===== config.mk =====
export PLATFORM = sky130hd
export DESIGN_NAME = spi_arbiter_flat
export DESIGN_NICKNAME = d
export VERILOG_FILES = /design/src/rtl/spi_arbiter_if.sv /design/src/rtl/spi_arbiter.sv /design/src/flat_wrapper.sv
export SDC_FILE = /design/constraint.sdc
export NUM_CORES = 1
export LEC_CHECK = 0
export CORE_MARGIN = 2
export CORE_UTILIZATION = 42
export DETAILED_ROUTE_END_ITERATION = 16
export GPL_TIMING_DRIVEN = 0
export PLACE_DENSITY = 0.82
export SKIP_LAST_GASP = 1
export SLEW_MARGIN = 30
export SYNTH_ARGS = -nofsm -noshare
export SYNTH_HDL_FRONTEND = slang
export SYNTH_SLANG_ARGS = --single-unit

===== constraint.sdc =====
create_clock -name clk -period 2 [get_ports clk]
set_input_delay 0.2 -clock clk [delete_from_list [all_inputs] [get_ports clk]]
set_output_delay 0.2 -clock clk [all_outputs]
set_load 0.01 [all_outputs]

===== src/rtl/spi_arbiter_if.sv =====
// Bus bundle between the SPI arbiter, its four requesters and the serial engine.
// slave = arbiter side, master = requester/engine side.
interface spi_arbiter_if #(
    parameter int W = 8
);
    logic [3:0]     req;
    logic [4*W-1:0] div_in;
    logic [31:0]    tx_data;
    logic [3:0]     ack;
    logic [7:0]     rx_data;
    logic           err;
    logic [3:0]     grant;
    logic           busy;
    logic           eng_start;
    logic [W-1:0]   eng_div;
    logic [7:0]     eng_tx;
    logic           eng_done;
    logic [7:0]     eng_rx;

    modport slave (
        input  req, div_in, tx_data, eng_done, eng_rx,
        output ack, rx_data, err, grant, busy, eng_start, eng_div, eng_tx
    );

    modport master (
        output req, div_in, tx_data, eng_done, eng_rx,
        input  ack, rx_data, err, grant, busy, eng_start, eng_div, eng_tx
    );
endinterface


===== src/rtl/spi_arbiter.sv =====
// Four-requester round-robin arbiter in front of a single SPI serial engine.
// Optional WAIT-state watchdog enabled by defining SPI_ARB_TIMEOUT_EN.
module spi_arbiter #(
    parameter int W       = 8,
    parameter int TIMEOUT = 255
) (
    input  logic         clk,
    input  logic         rst_n,
    spi_arbiter_if.slave bus
);
    typedef enum logic [1:0] {IDLE, START, WAIT, RESP} state_t;

    state_t     state;
    logic [1:0] ptr;
    logic [1:0] owner;
    logic [1:0] win;

`ifdef SPI_ARB_TIMEOUT_EN
    localparam int CW = (TIMEOUT > 1) ? $clog2(TIMEOUT + 1) : 1;
    logic [CW-1:0] cnt;
`else
    logic timeout_unused;
    assign timeout_unused = (TIMEOUT != 0);
`endif

    // Scan from ptr+1 upward; iterating backwards lets the nearest request win.
    function automatic logic [1:0] rr_pick(input logic [3:0] r, input logic [1:0] p);
        logic [1:0] idx;
        rr_pick = p;
        for (int unsigned k = 4; k >= 1; k--) begin
            idx = p + 2'(k);
            if (r[idx]) rr_pick = idx;
        end
    endfunction

    always_comb win = rr_pick(bus.req, ptr);

    always_ff @(posedge clk or negedge rst_n) begin
        if (!rst_n) begin
            state         <= IDLE;
            ptr           <= 2'd3;
            owner         <= 2'd0;
            bus.grant     <= '0;
            bus.ack       <= '0;
            bus.rx_data   <= '0;
            bus.err       <= 1'b0;
            bus.busy      <= 1'b0;
            bus.eng_start <= 1'b0;
            bus.eng_div   <= '0;
            bus.eng_tx    <= '0;
`ifdef SPI_ARB_TIMEOUT_EN
            cnt           <= '0;
`endif
        end else begin
            case (state)
                IDLE: begin
                    if (|bus.req) begin
                        owner         <= win;
                        bus.grant     <= 4'b0001 << win;
                        bus.eng_div   <= bus.div_in[win*W +: W];
                        bus.eng_tx    <= bus.tx_data[win*8 +: 8];
                        bus.eng_start <= 1'b1;
                        bus.busy      <= 1'b1;
                        state         <= START;
                    end
                end
                START: begin
                    bus.eng_start <= 1'b0;
`ifdef SPI_ARB_TIMEOUT_EN
                    cnt           <= '0;
`endif
                    state         <= WAIT;
                end
                WAIT: begin
                    // A completing engine takes priority over an expiring watchdog.
                    if (bus.eng_done) begin
                        bus.rx_data <= bus.eng_rx;
                        bus.err     <= 1'b0;
                        bus.ack     <= bus.grant;
                        state       <= RESP;
                    end
`ifdef SPI_ARB_TIMEOUT_EN
                    else if (cnt == CW'(TIMEOUT)) begin
                        bus.rx_data <= '0;
                        bus.err     <= 1'b1;
                        bus.ack     <= bus.grant;
                        state       <= RESP;
                    end else begin
                        cnt <= cnt + 1'b1;
                    end
`endif
                end
                RESP: begin
                    bus.ack   <= '0;
                    bus.err   <= 1'b0;
                    bus.grant <= '0;
                    bus.busy  <= 1'b0;
                    ptr       <= owner;
                    state     <= IDLE;
                end
                default: state <= IDLE;
            endcase
        end
    end
endmodule

===== src/flat_wrapper.sv =====
// flat-port wrapper written by rule: the top's interface ports become plain ports
module spi_arbiter_flat 
#(
    parameter int W       = 8,
    parameter int TIMEOUT = 255
)
  (clk, rst_n, bus_req, bus_div_in, bus_tx_data, bus_eng_done, bus_eng_rx, bus_ack, bus_rx_data, bus_err, bus_grant, bus_busy, bus_eng_start, bus_eng_div, bus_eng_tx);
  spi_arbiter_if #(.W(W)) bus_i ();
  input  logic clk;
  input  logic rst_n;
  input wire logic [$bits(bus_i.req)-1:0] bus_req;
  input wire logic [$bits(bus_i.div_in)-1:0] bus_div_in;
  input wire logic [$bits(bus_i.tx_data)-1:0] bus_tx_data;
  input wire logic [$bits(bus_i.eng_done)-1:0] bus_eng_done;
  input wire logic [$bits(bus_i.eng_rx)-1:0] bus_eng_rx;
  output wire logic [$bits(bus_i.ack)-1:0] bus_ack;
  output wire logic [$bits(bus_i.rx_data)-1:0] bus_rx_data;
  output wire logic [$bits(bus_i.err)-1:0] bus_err;
  output wire logic [$bits(bus_i.grant)-1:0] bus_grant;
  output wire logic [$bits(bus_i.busy)-1:0] bus_busy;
  output wire logic [$bits(bus_i.eng_start)-1:0] bus_eng_start;
  output wire logic [$bits(bus_i.eng_div)-1:0] bus_eng_div;
  output wire logic [$bits(bus_i.eng_tx)-1:0] bus_eng_tx;
  assign bus_i.req = bus_req;
  assign bus_i.div_in = bus_div_in;
  assign bus_i.tx_data = bus_tx_data;
  assign bus_i.eng_done = bus_eng_done;
  assign bus_i.eng_rx = bus_eng_rx;
  assign bus_ack = bus_i.ack;
  assign bus_rx_data = bus_i.rx_data;
  assign bus_err = bus_i.err;
  assign bus_grant = bus_i.grant;
  assign bus_busy = bus_i.busy;
  assign bus_eng_start = bus_i.eng_start;
  assign bus_eng_div = bus_i.eng_div;
  assign bus_eng_tx = bus_i.eng_tx;
  spi_arbiter #(.W(W), .TIMEOUT(TIMEOUT)) u_core (.clk(clk), .rst_n(rst_n), .bus(bus_i));
endmodule

Word level (Yosys, flattened, before mapping)
Cells that the tools add are included.
W data, S select, Z words.
{"block": "classes", "add_sub_neg": 3, "n_lt_le_gt_ge": 3, "n_eq_ne": 5, "shift": 3, "n_mux": 21, "reduce_logical": 11}
{"operator": "$shiftx A32 B6 Y8", "count": 2}
{"operator": "$pmux W4 S2", "count": 2}
{"operator": "$reduce_and A2 Y1", "count": 6}
{"operator": "$mux W2", "count": 5}
{"operator": "$lt A2 B3 Y1 const B", "count": 3}
{"operator": "$mux W4", "count": 2}
{"operator": "$pmux W2 S4", "count": 1}
{"operator": "$bmux W1 S2", "count": 3}
{"operator": "$pmux W1 S2", "count": 3}
{"operator": "$reduce_bool A2 Y1", "count": 3}
{"operator": "$mux W1", "count": 5}
{"operator": "$add A2 B2 Y2 const B", "count": 2}
{"operator": "$eq A2 B2 Y1 const B", "count": 2}
{"operator": "$reduce_or A4 Y1", "count": 1}
{"operator": "$shl A1 B2 Y4 const A", "count": 1}
{"operator": "$add A2 B1 Y2 const B", "count": 1}
{"operator": "$eq A2 B1 Y1 const B", "count": 1}
{"operator": "$logic_not A2 Y1", "count": 1}
{"operator": "$ne A2 B1 Y1 const B", "count": 1}
{"operator": "$ne A2 B2 Y1 const B", "count": 1}
{"block": "word_totals", "regBits": 41, "inputBits": 79, "output_inout_bits": 35, "elab_cells": 57}

Logic depth before layout (Yosys ltp)
{"block": "depth", "ltp_word": 9, "depth_mapped": 8, "mapped_depth_nobuf": 6}

Worst setup path after synthesis
OpenSTA, ideal clock, no wires.
{"block": "synth_timing", "path_kind": "reg-to-reg", "startpoint": "register u_core.ptr[1]", "endpoint": "register u_core.bus.eng_div[0]", "setup_time_ns": 0.134, "t_arrival_ns": 1.630, "required_time_ns": 1.866, "path_slack_ns": 0.236, "path_stages_with_launch": 9, "path_buffers": 3, "synth_period_minus_slack_ns": 1.764, "cell_sequence": "dfstp_2 -> nand2_1 -> a21o_1 -> buf_6 -> and3_4 -> buf_12 -> buf_8 -> a211oi_2 -> a211oi_2"}
{"block": "synth_via", "elab_chain_len": 7, "elab_cells_between_ends": 13, "classes_between": "add/sub (3); shift (1); mux (9)"}
{"element": "start, declared", "line": "spi_arbiter.sv:14", "text": "logic [1:0] ptr;"}
{"element": "start signal, assigned", "line": "spi_arbiter.sv:98", "text": "ptr <= owner;"}
{"element": "$add A2 B2 Y2", "line": "spi_arbiter.sv:31", "text": "idx = p + 2'(k);"}
{"element": "$bmux W1 S2", "line": "spi_arbiter.sv:32", "text": "if (r[idx]) rr_pick = idx;"}
{"element": "$mux W1 (implied by the code)", "line": "spi_arbiter.sv:32"}
{"element": "$mux W2 (2 in series)", "line": "spi_arbiter.sv:32"}
{"element": "$mux W2 (*)", "line": "spi_arbiter.sv:32"}
{"element": "$shiftx A32 B6 Y8 (*)", "line": "spi_arbiter.sv:60", "text": "bus.eng_div <= bus.div_in[win*W +: W];"}
{"element": "end signal, assigned", "line": "spi_arbiter.sv:60"}
{"element": "end, declared", "line": "spi_arbiter_if.sv:22", "text": "output ack, rx_data, err, grant, busy, eng_start, eng_div, eng_tx"}
Every way passes the cells marked *; elsewhere a longest branch is shown, timed or not. The select of a mux whose other input is x is not followed.
A chain may end at the register's enable or synchronous reset.

Worst setup path after layout
{"block": "layout_timing", "startpoint": "register u_core.ptr[1]", "endpoint": "register u_core.bus.eng_div[4]"}
The elaborated chain is that of the path after synthesis.

==> run metrics <==
outcome=completed; Hold Crit Class=in -> async; DRC violation total after the first TritonRoute iteration=55; Die Wd=80.2 um; post-synthesis instance area=2440 um2; critical path peak fanout=10; leakage=1.60 nW; Slew headroom=61.9%; Hold Worst Slack=0.427 ns; Post-Route WL=6990 um; post-synthesis sequential area ratio=41.2%; clock latency on the worst-skew pair=0.29 ns; crit path cell chain=nand2_1 > a21o_1 > buf_6 > and3_4 > buf_12 > buf_12 > mux2i_2 > a211oi_2; highest clock rate=516 MHz; CTS tree=done; Initial Util=44.0%; final hold viol count=0; antenna violations before repair=0; CP bufs+invs=3; synth warn=0; largest net degree at the start of global routing=24; vias in the first global route=roughly 2100; root buf cell=clkbuf_8; CP Launch Type=flop; First-pass DRT Iterations=4; CP max stage cell=dfstp_2; fin crit period=1.94 ns; Synth Area per Inst=10.6 um2; Clock transition at path regs=0.09 ns; Area growth syn-to-layout=59.1%; top_reg_cell synth=dfrtp_1; Port Buffers=112; crit path capture type=flop; gpl congestion=roughly 0.8; htree depth=2; nets=around 440; period utilization=a little over nine tenths; Syn Nets=312; grt total ovfl=0; WL/cell=16.2 um; Vias=2241; Final WS setup=0.0619 ns; clk_skew=0.0115 ns; crit-path leading delay family=flip-flops; total track usage=between 20% and 30%; core box area=~5500 um2; Syn Inst Count=229; Power Density=1330 nW/um2; endpoints failing setup=0; CP arrival=2.15 ns; max_cap viols=0; EDFF count, synth=0; RSZ-0062 raised after global routing=true; Max IR drop VDD=approximately 0.86 mV; row cnt=27; share of cells above drive strength 1=19.4%; Inserted Clock Buffers=5; post-route ant nets=0; CP peak stage delay=0.59 ns; # IOs=114; most frequent CP cell=buf_12; Die ar.=6430 um2; Synth cell types=37; Worst Path Required=2.21 ns; vias per inst=roughly 5.2; Die Y-Extent=approximately 80 um; DP HPWL=5350 um; post-synthesis register bit count=40; # diodes=0; async set or reset register ratio after synthesis=100%; Residual DRC=0; Sink Count=40; worst slew pin tran=around 0.57 ns; maximum buffer depth of the clock tree=2; setup slack at placement=-0.234 ns; Setup CP Type=reg -> reg; fin util=69.9%; final max-slew violation count=0; first-pass GRT wire length=10700 um
[cell usage after synthesis (5+ instances only)]
| library cell | instances | area share, % |
|---|---|---|
| clkbuf_1 | 5 | 0.77 |
| a31oi_1 | 16 | 4.1 |
| mux2i_1 | 16 | 6.6 |
| nand2_1 | 13 | 2.0 |
| dfrtp_1 | 38 | 39 |
| a211oi_1 | 5 | 1.5 |
| inv_1 | 23 | 3.5 |
| o21ai_1 | 7 | 1.4 |
| mux2_1 | 9 | 4.2 |
| a211oi_2 | 27 | 14 |
| nor2_1 | 19 | 2.9 |
[metal layers]
layer  GRT usage, %  up-vias  wire (um)
met5              0        -          0
met4           6.95        0        114
met3           4.16        9        382
met2           37.3       70       3520
met1           26.8     1073       2980
li1               -     1089          -
[flip-flops by register name (all words and copies together), names as in the netlist]
register,cells
u_core.bus.rx_data,8
u_core.bus.eng_start,1
u_core.bus.busy,1
u_core.state,2
u_core.bus.eng_div,8
u_core.bus.grant,4
u_core.bus.ack,4
u_core.ptr,2
u_core.bus.eng_tx,8
u_core.owner,2
[worst paths after layout]
path	from	end	slack (ns)	depth (start not counted)
setup / recovery	u_core.ptr[1]	u_core.bus.eng_div[4]	0.06	8
hold / removal	rst_n	u_core.bus.rx_data[2]	0.43	2
setup reg to reg	u_core.ptr[1]	u_core.bus.eng_div[4]	0.06	8
hold reg to reg	u_core.bus.busy	u_core.bus.busy	0.48	1
max in group asynchronous	rst_n	u_core.ptr[1]	0.99	3
min in group clk	u_core.bus.busy	u_core.bus.busy	0.48	1
[worst reg2reg max path: stages, from the launching register on]
cell      delay, ns
dfstp_2        0.59
nand2_1        0.11
a21o_1         0.18
buf_6          0.13
and3_4         0.18
buf_12         0.14
buf_12         0.15
mux2i_2        0.17
a211oi_2       0.22
[per-stage QoR]
step                setup TNS [ns]  power (mW)  std cells  area, um2
finish                           0        5.17        432       3870
CTS                              0        5.04        423       3770
detailed placement           -3.54        4.49        414       3670
global placement            -13.15        4.40        413       3650
global route               -0.0308        5.52        432       3870
floorplan                        0        3.27        229       2440
[layout by cell type, fill, tap and decap left out, drive strengths merged, types with 9 or more instances in the layout]
cell type | synthesis | routed
inv | 23 | 23
o21ai | 9 | 9
dfrtp | 38 | 38
nand2 | 13 | 13
clkbuf | 5 | 11
clkdlybuf4s50 | 0 | 111
mux2i | 16 | 16
nor2 | 20 | 20
a31oi | 17 | 17
mux2 | 9 | 9
a211oi | 32 | 32
buf | 10 | 20
[final cells by class]
type | count | area [um2]
fillers | 389 | 1670
multi-input cells | 151 | 1240
repair buffers | 123 | 1220
flip-flops and latches | 40 | 1000
plain buffers | 15 | 145
well taps | 72 | 90.1
inverters | 23 | 86.3
clock buffers | 5 | 68.8
clock inverters | 3 | 18.8
[where the power goes]
| part | internal (mW) | switching [mW] |
|---|---|---|
| logic | 1.67 | 1.50 |
| clock network | 0.244 | 0.304 |
| registers | 1.22 | 0.237 |
| total | 3.13 | 2.04 |
[cell families (layout without fill, tap and decap cells)]
logic type,after synthesis,in the layout,synth area share (%)
AO/OA/AOI/OAI,73,73,27.0
adder cells (fa/ha/maj),4,4,2.05
buffers and inverters,38,169,8.99
flip-flops,40,40,41.2
multiplexers,25,25,10.7
other,1,1,0.154
AND/OR/NAND/NOR,48,48,9.91
[timing repair]
item	4_1_cts	5_1_grt
endpoints found under the setup margin	9	15
resized for setup	2	12
endpoints found under the hold margin	21	0
buffers inserted	0	9
hold buffers	1	0
No activity file was read; power rests on OpenSTA's default activity.
